File: config.mk
export PLATFORM = sky130hd
export DESIGN_NAME = prog_loader
export DESIGN_NICKNAME = d
export VERILOG_FILES = /design/src/rtl/prog_loader.sv
export SDC_FILE = /design/constraint.sdc
export NUM_CORES = 1
export LEC_CHECK = 0
export CAP_MARGIN = 20
export CORE_MARGIN = 2
export CORE_UTILIZATION = 55
export CTS_CLUSTER_DIAMETER = 60
export DETAILED_ROUTE_END_ITERATION = 12
export GPL_TIMING_DRIVEN = 0
export PLACE_DENSITY_LB_ADDON = 0.05
export SYNTH_ARGS = -nofsm -noshare
export SYNTH_HDL_FRONTEND = slang
export SYNTH_SLANG_ARGS = --single-unit
File: constraint.sdc
create_clock -name clk -period 4.05 [get_ports clk]
set_input_delay 1.215 -clock clk [delete_from_list [all_inputs] [get_ports clk]]
set_output_delay 1.215 -clock clk [all_outputs]
set_load 0.03 [all_outputs]
File: src/rtl/prog_loader.sv
`default_nettype none
// +------------------------------------------------------------------------+
// | Module   : prog_loader                                                 |
// | Desc     : Byte-stream program loader. Receives a 16-bit word count,   |
// |            N little-endian 32-bit words and an XOR checksum, writes    |
// |            the words to instruction memory and releases core reset     |
// |            once the checksum matches.                                  |
// | Revision : 1.0 - initial release                                       |
// +------------------------------------------------------------------------+
module prog_loader #(
  parameter int DEPTH_WORDS = 64
) (
  input  logic        clk,
  input  logic        rst,
  input  logic        start,
  input  logic        byte_valid,
  input  logic [7:0]  byte_data,
  output logic        byte_ready,
  output logic        imem_we,
  output logic [31:0] imem_addr,
  output logic [31:0] imem_wdata,
  output logic        core_rst,
  output logic        busy,
  output logic        done,
  output logic        err
);

  localparam logic [2:0] c_ST_IDLE   = 3'd0;
  localparam logic [2:0] c_ST_LEN_LO = 3'd1;
  localparam logic [2:0] c_ST_LEN_HI = 3'd2;
  localparam logic [2:0] c_ST_DATA   = 3'd3;
  localparam logic [2:0] c_ST_CHK    = 3'd4;
  localparam logic [2:0] c_ST_RUN    = 3'd5;
  localparam logic [2:0] c_ST_ERR    = 3'd6;

  localparam logic [15:0] c_DEPTH = 16'(DEPTH_WORDS);

  logic [2:0]  state_q, state_d;
  logic [15:0] len_q, len_d;
  logic [15:0] word_idx_q, word_idx_d;
  logic [1:0]  byte_idx_q, byte_idx_d;
  logic [7:0]  chk_q, chk_d;
  logic [23:0] word_q, word_d;       // first three bytes of the word in flight
  logic        imem_we_q, imem_we_d;
  logic [31:0] imem_addr_q, imem_addr_d;
  logic [31:0] imem_wdata_q, imem_wdata_d;
  logic        byte_ready_q, byte_ready_d;
  logic        core_rst_q, core_rst_d;
  logic        busy_q, busy_d;
  logic        done_q, done_d;
  logic        err_q, err_d;

  // byte_ready_q is registered from the next state, so it always reflects
  // the current state and can gate the handshake directly.
  logic        w_xfer;
  logic [15:0] w_len_full;
  assign w_xfer     = byte_valid & byte_ready_q;
  assign w_len_full = {byte_data, len_q[7:0]};

  // State register; reset dominates every other condition.
  always_ff @(posedge clk) begin
    if (rst) state_q <= c_ST_IDLE;
    else     state_q <= state_d;
  end

  // Next-state logic.
  always_comb begin
    state_d = state_q;
    case (state_q)
      c_ST_IDLE, c_ST_RUN, c_ST_ERR: if (start) state_d = c_ST_LEN_LO;
      c_ST_LEN_LO: if (w_xfer) state_d = c_ST_LEN_HI;
      c_ST_LEN_HI: begin
        if (w_xfer) begin
          if (w_len_full > c_DEPTH)    state_d = c_ST_ERR;
          else if (w_len_full == 16'd0) state_d = c_ST_CHK;
          else                          state_d = c_ST_DATA;
        end
      end
      c_ST_DATA: begin
        if (w_xfer && (byte_idx_q == 2'd3) && (word_idx_q == (len_q - 16'd1)))
          state_d = c_ST_CHK;
      end
      c_ST_CHK: begin
        if (w_xfer) state_d = (byte_data == chk_q) ? c_ST_RUN : c_ST_ERR;
      end
      default: state_d = c_ST_IDLE;
    endcase
  end

  // Status outputs decoded from the next state so they are registered in step with it.
  always_comb begin
    byte_ready_d = (state_d == c_ST_LEN_LO) || (state_d == c_ST_LEN_HI) ||
                   (state_d == c_ST_DATA)   || (state_d == c_ST_CHK);
    busy_d       = byte_ready_d;
    done_d       = (state_d == c_ST_RUN);
    err_d        = (state_d == c_ST_ERR);
    core_rst_d   = (state_d != c_ST_RUN);
  end

  // Status output registers.
  always_ff @(posedge clk) begin
    if (rst) begin
      byte_ready_q <= 1'b0;
      busy_q       <= 1'b0;
      done_q       <= 1'b0;
      err_q        <= 1'b0;
      core_rst_q   <= 1'b1;
    end else begin
      byte_ready_q <= byte_ready_d;
      busy_q       <= busy_d;
      done_q       <= done_d;
      err_q        <= err_d;
      core_rst_q   <= core_rst_d;
    end
  end

  // Datapath: length capture, word packing, checksum and memory write strobe.
  always_comb begin
    len_d        = len_q;
    word_idx_d   = word_idx_q;
    byte_idx_d   = byte_idx_q;
    chk_d        = chk_q;
    word_d       = word_q;
    imem_we_d    = 1'b0;
    imem_addr_d  = imem_addr_q;
    imem_wdata_d = imem_wdata_q;
    case (state_q)
      c_ST_IDLE, c_ST_RUN, c_ST_ERR: begin
        if (start) begin
          word_idx_d = 16'd0;
          byte_idx_d = 2'd0;
          chk_d      = 8'd0;
        end
      end
      c_ST_LEN_LO: if (w_xfer) len_d[7:0]  = byte_data;
      c_ST_LEN_HI: if (w_xfer) len_d[15:8] = byte_data;
      c_ST_DATA: begin
        if (w_xfer) begin
          chk_d      = chk_q ^ byte_data;
          byte_idx_d = byte_idx_q + 2'd1;
          case (byte_idx_q)
            2'd0:    word_d[7:0]   = byte_data;
            2'd1:    word_d[15:8]  = byte_data;
            2'd2:    word_d[23:16] = byte_data;
            default: begin
              imem_we_d    = 1'b1;
              imem_addr_d  = {14'd0, word_idx_q, 2'b00};
              imem_wdata_d = {byte_data, word_q};
              word_idx_d   = word_idx_q + 16'd1;
            end
          endcase
        end
      end
      default: ;
    endcase
  end

  // Datapath registers.
  always_ff @(posedge clk) begin
    if (rst) begin
      len_q        <= 16'd0;
      word_idx_q   <= 16'd0;
      byte_idx_q   <= 2'd0;
      chk_q        <= 8'd0;
      word_q       <= 24'd0;
      imem_we_q    <= 1'b0;
      imem_addr_q  <= 32'd0;
      imem_wdata_q <= 32'd0;
    end else begin
      len_q        <= len_d;
      word_idx_q   <= word_idx_d;
      byte_idx_q   <= byte_idx_d;
      chk_q        <= chk_d;
      word_q       <= word_d;
      imem_we_q    <= imem_we_d;
      imem_addr_q  <= imem_addr_d;
      imem_wdata_q <= imem_wdata_d;
    end
  end

  assign byte_ready = byte_ready_q;
  assign imem_we    = imem_we_q;
  assign imem_addr  = imem_addr_q;
  assign imem_wdata = imem_wdata_q;
  assign core_rst   = core_rst_q;
  assign busy       = busy_q;
  assign done       = done_q;
  assign err        = err_q;

endmodule
`default_nettype wire

# Word level (Yosys, flattened, before mapping)
# Cells that the tools add are included.
totals:
  reg_bits: 122
  latch_bits: 0
  ramBits: 0
  rom_bits: 0
  out_inout_bits: 70
  memories: 0
classes:
  addsub: 3
  mul: 0
  n_div: 0
  magnitude_cmp: 1
  eq_ne: 21
  shift: 0
  n_mux: 20
  n_bitwise: 5
  reduce_logical: 20
ops:
  columns: ["operator", "count"]
  rows:
  - ["16-bit two-way mux", 3]
  - ["16-bit case mux with 2 select lines", 1]
  - ["3-bit two-way mux", 7]
  - ["3-bit equality test (second input constant)", 6]
  - ["16-bit by 1-bit adder with 16-bit output (second input constant)", 1]
  - ["16-bit equality test", 1]
  - ["16-bit by 7-bit > comparator with 1-bit output (second input constant)", 1]
  - ["16-bit zero test", 1]
  - ["8-bit two-way mux", 2]
  - ["8-bit case mux with 2 select lines", 1]
  - ["16-bit by 1-bit subtractor with 16-bit output (second input constant)", 1]
  - ["3-bit case mux with 5 select lines", 1]
  - ["3-bit AND reduction", 5]
  - ["3-bit by 2-bit equality test with 1-bit output (second input constant)", 4]
  - ["3-bit OR reduction", 3]
  - ["8-bit equality test", 1]
  - ["8-bit XOR", 1]
  - ["3-bit by 1-bit equality test with 1-bit output (second input constant)", 2]
  - ["2-bit two-way mux", 3]
  - ["2-bit != test (second input constant)", 3]
  - ["2-bit equality test (second input constant)", 2]
  - ["2-bit case mux with 2 select lines", 1]
  - ["2-bit AND reduction", 2]
  - ["4-bit AND reduction", 1]
  - ["other kinds (11)", 16]

# Depth between registers and ports, before layout
logic_depth:
  ltp_word: 9
  mapped_depth: 10
  depth_no_buf: 9

# Least setup slack after synthesis
# No wires, ideal clock.
synth_timing:
  kind: "input -> register"
  start: "in byte_data[2]"
  end: "reg busy_q (netlist: busy)"
  setup_ns: 0.073
  arrival_time_ns: 2.635
  required_time_ns: 3.977
  path_slack_ns: 1.342
  path_stages: 8
  path_buffers: 1
  cell_sequence: "buf_4 xor2_1 nor4_1 nand4_1 o221ai_1 nor2_1 and4_1 nor3_2"
synth_between:
  elab_chain_cells: 9
synth_lines:
  columns: ["item", "line", "source"]
  rows:
  - ["from (decl)", "17", "input logic [7:0] byte_data,"]
  - ["parallel branches: the longest is 4 deep, another holds 16-bit by 7-bit > comparator with 1-bit output", null, null]
  - ["3-bit case mux with 5 select lines *", "69", "case (state_q)"]
  - ["3-bit by 1-bit equality test with 1-bit output / 3-bit by 2-bit equality test with 1-bit output (equally long branches)", "92", "byte_ready_d = (state_d == c_ST_LEN_LO) || (state_d == c_ST_LEN_HI) ||"]
  - ["1-bit logical OR (2 in series)", "92", null]
  - ["1-bit logical OR *", "93", "(state_d == c_ST_DATA) || (state_d == c_ST_CHK);"]
  - ["to (signal assigned)", "110", "busy_q <= busy_d;"]
  - ["to (decl)", "49", "logic busy_q, busy_d;"]
# Every way passes the cells marked *.
# A chain may end at the register's enable or synchronous reset.

# Worst setup path after layout
layout_timing:
  start: "in byte_valid"
  end: "reg imem_wdata_q[14] (netlist: imem_wdata[14])"
layout_between:
  elab_chain_cells: 2
layout_lines:
  columns: ["item", "line", "source"]
  rows:
  - ["from (decl)", "16", "input logic byte_valid,"]
  - ["1-bit AND", "57", "assign w_xfer = byte_valid & byte_ready_q;"]
  - ["3-bit AND reduction (no line)", null, null]
  - ["to (signal assigned)", "177", "imem_wdata_q <= imem_wdata_d;"]
  - ["to (decl)", "46", "logic [31:0] imem_wdata_q, imem_wdata_d;"]
# Every way passes these cells.

==> results.tsv <==
metric	value	unit
status	finished clean	
synthMuxAreaShare	1.60	%
drc	0	
fillCellCount	789	
period_needed	2.96	ns
timing.fmax	0.337	GHz
whs_path_depth	2	
r2r_cells	9	
clkTransAtPathRegs	0.06	ns
gp_congestion	0.892	
path_common_cell	nand2_1	
viasPerCell	5.46	
final.setup_skew	0.0118	ns
switching_power	712	uW
diodes	0	
nets	816	
cellPowerDensity	421	nW/um^2
postSynthAreaPerCell	7.98	um^2
maxCapViolations	0	
synthTopCellsByArea	dfxtp_1 43%, nand2_1 11%, a21oi_1 9.1%, nand3_1 3.9%, xor2_1 3.4%	
slew_headroom	49.7	%
grt-ovfl-total	0	
fp.dieW	105	um
syn_inst	707	
synth_cell_type_count	54	
crit_type	input pin to register	
io_buffer_count	56	
clock_sinks	122	
synth_area	5640	um^2
synth_common_cells	158 x nand2_1, 122 x dfxtp_1, 102 x a21oi_1, 46 x nor2_1, 44 x nand3_1	
ys_seq_area_share	43.3	%
required	4.50	ns
combPwrFrac	7.3	%
postCtsHoldBufs	0	
drive_gt1_share	10.0	%
wl_per_cell	14.9	um
crit_path_start_kind	input pin	
antenna_found_initial	0	
slowest_delay	0.48	ns
num_io_pins	82	
grt_pass1_wl	22900	um
via_count	5152	
rows	36	
holdPathEnd	imem_addr[3]	
drt_wl_total	14100	um
area_growth	24.7	%
coreArea	9860	um^2
r2r_end	state_q[1]	
start_util	57.2	%
htreeDepth	4	
holdWs	0.451	ns
cp_slowest_cell	clkdlybuf4s50_1	
crit_fanout	10	
grtUsageTotal	26.0	%
cts_tree	yes	
post_cts_resize_count	0	
power_frac_clock	51.8	%
numCtsBuffers	17	
place_ws	0.590	ns
die_h	105	um
hold_path_class	register to register	
min_period_over_period	73.2	%
post-cts-setup-buffers	0	
cp_data_arrival_time	3.41	ns
grt_max_degree	17	
drt_iter0_markers	297	
worst_pin_slew	0.754	ns
synth-edff-count	0	
final-setup-viol-count	0	
ir_drop	0.000276	V
root_buffer	clkbuf_8	
synthAdderAreaFrac	1.73	%
path_cells	clkdlybuf4s50_1 -> and2_1 -> nand2_1 -> nand2_1 -> o21ai_1 -> nor2_1 -> buf_2 -> buf_4 -> nand2_1 -> a21oi_1	
endpoint_kind	register	
dp_hpwl	9950	um
cellLeakagePower	0.00252	uW
rrSetupSlack	1.69	ns
async_reset_ff_share	0	%
hp-start	imem_addr[3]	
die_area	11100	um^2
setup-tns-final	0	ns
ys_ff_latch	122	
yosys.area_share.xor_xnor	5.59	%
switching_share	24.0	%
hold_violations	0	
pwr-share-seq	41.0	%
slew_violations	0	
ant_nets	0	
intPower	2250	uW
synth_top_cell_by_area	dfxtp_1	
synth_compound_area_share	13.6	%
synth_top_area_share	43.3	%
dr.pass1.iters	5	
rsz0062_at_grt	false	
grt_pass1_vias	4760	
yosysMostFrequentCell	nand2_1	
clk_path_buf_depth	2	
synth_top_family_by_area	simple AND/OR/NAND/NOR gates	
insertion_delay	0.53	ns
setup_ws	1.09	ns
utilization	71.3	%
yosys.area_share.simple	27.0	%
synthFlopType	dfxtp_1	
yosysWarnings	0	
r2r-start	len_q[0]	
-- cell families (layout without fill, tap and decap cells) --
kind of cell	after synthesis	after routing
buffers and inverters	77	165
xor gates and xnor gates	36	36
DFF	122	122
AOI/OAI and AO/OA	137	137
other	1	16
and+or+nand+nor	317	317
adders and majority gates	8	8
muxes	9	9
-- worst max-delay path by stage --
stage	start	endpoint	slack [ns]	cells past startpoint
floorplan	byte_data[2]	busy	1.34	8
global placement	byte_valid	busy	0.62	8
detailed placement	byte_valid	busy	0.59	8
CTS	byte_valid	busy	1.12	8
global route	byte_valid	busy	0.95	8
finish	byte_valid	imem_wdata[14]	1.09	10
-- through the flow --
| step | cells | power (uW) | area, um^2 |
|---|---|---|---|
| floorplan | 722 | 1400 | 5700 |
| CTS | 943 | 2970 | 7030 |
| global placement | 911 | 1450 | 6420 |
| finish | 943 | 2960 | 7030 |
| detailed placement | 911 | 1450 | 6420 |
| global route | 943 | 3050 | 7030 |
-- metal layers --
metal	vias up	GRT usage [%]	wire, um
li1	2538	-	-
met1	2374	33.9	6250
met2	207	41.5	6440
met3	33	5.50	979
met4	0	12.0	393
met5	-	0	0
-- cell usage in the layout (no fill, tap or decap), types with 3 or more instances in the layout --
cell	instances
nand2b_1	9
xor2_1	22
nor4_1	3
buf_4	24
a21oi_1	102
clkdlybuf4s50_1	56
a31oi_1	4
nand3b_1	10
clkbuf_16	16
conb_1	16
buf_2	11
nand4_1	4
and4_1	6
and3_1	3
clkbuf_8	3
ha_1	7
inv_1	8
nand2_1	158
xnor2_1	14
nor2_1	46
o21ai_0	14
dfxtp_1	122
clkinvlp_4	5
mux2i_1	9
nand3_1	44
nor3_1	9
nand4b_1	3
nor2b_1	3
clkinv_4	3
o21ai_1	3
clkbuf_1	32
bufinv_16	3
-- sequential cells by signal, summed over array words and instances, names as in the netlist --
| signal | flops |
|---|---|
| state_q | 3 |
| imem_we | 1 |
| word_idx_q | 16 |
| imem_addr | 16 |
| imem_wdata | 32 |
| busy | 1 |
| len_q | 16 |
| byte_idx_q | 2 |
| done | 1 |
| err | 1 |
| core_rst | 1 |
| word_q | 24 |
| chk_q | 8 |
-- critical path: cells and delay by family --
| family | cells | cell delay, ns |
|---|---|---|
| buffers and inverters | 3 | 1.00 |
| and+or+nand+nor | 5 | 0.91 |
| AOI/OAI and AO/OA | 2 | 0.28 |
-- cell type report --
cell class / count / area [um^2] / area share (%)
Multi-Input combinational cell: 523 / 2850 / 40.6
Sequential cell: 122 / 2440 / 34.7
Timing Repair Buffer: 56 / 561 / 7.97
Clock buffer: 19 / 442 / 6.28
Buffer: 69 / 370 / 5.27
Clock inverter: 13 / 168 / 2.38
Tap cell: 133 / 166 / 2.37
Inverter: 8 / 30.0 / 0.427
-- power groups by stage --
stage / sequential (uW) / combinational [uW] / clock, uW
after floorplan: 1240 / 158 / 0
after global placement: 1240 / 208 / 0
after detailed placement: 1240 / 211 / 0
after CTS: 1210 / 212 / 1550
after global routing: 1210 / 232 / 1600
final: 1210 / 215 / 1530
Note: power is estimated with default switching activity, not from simulation.
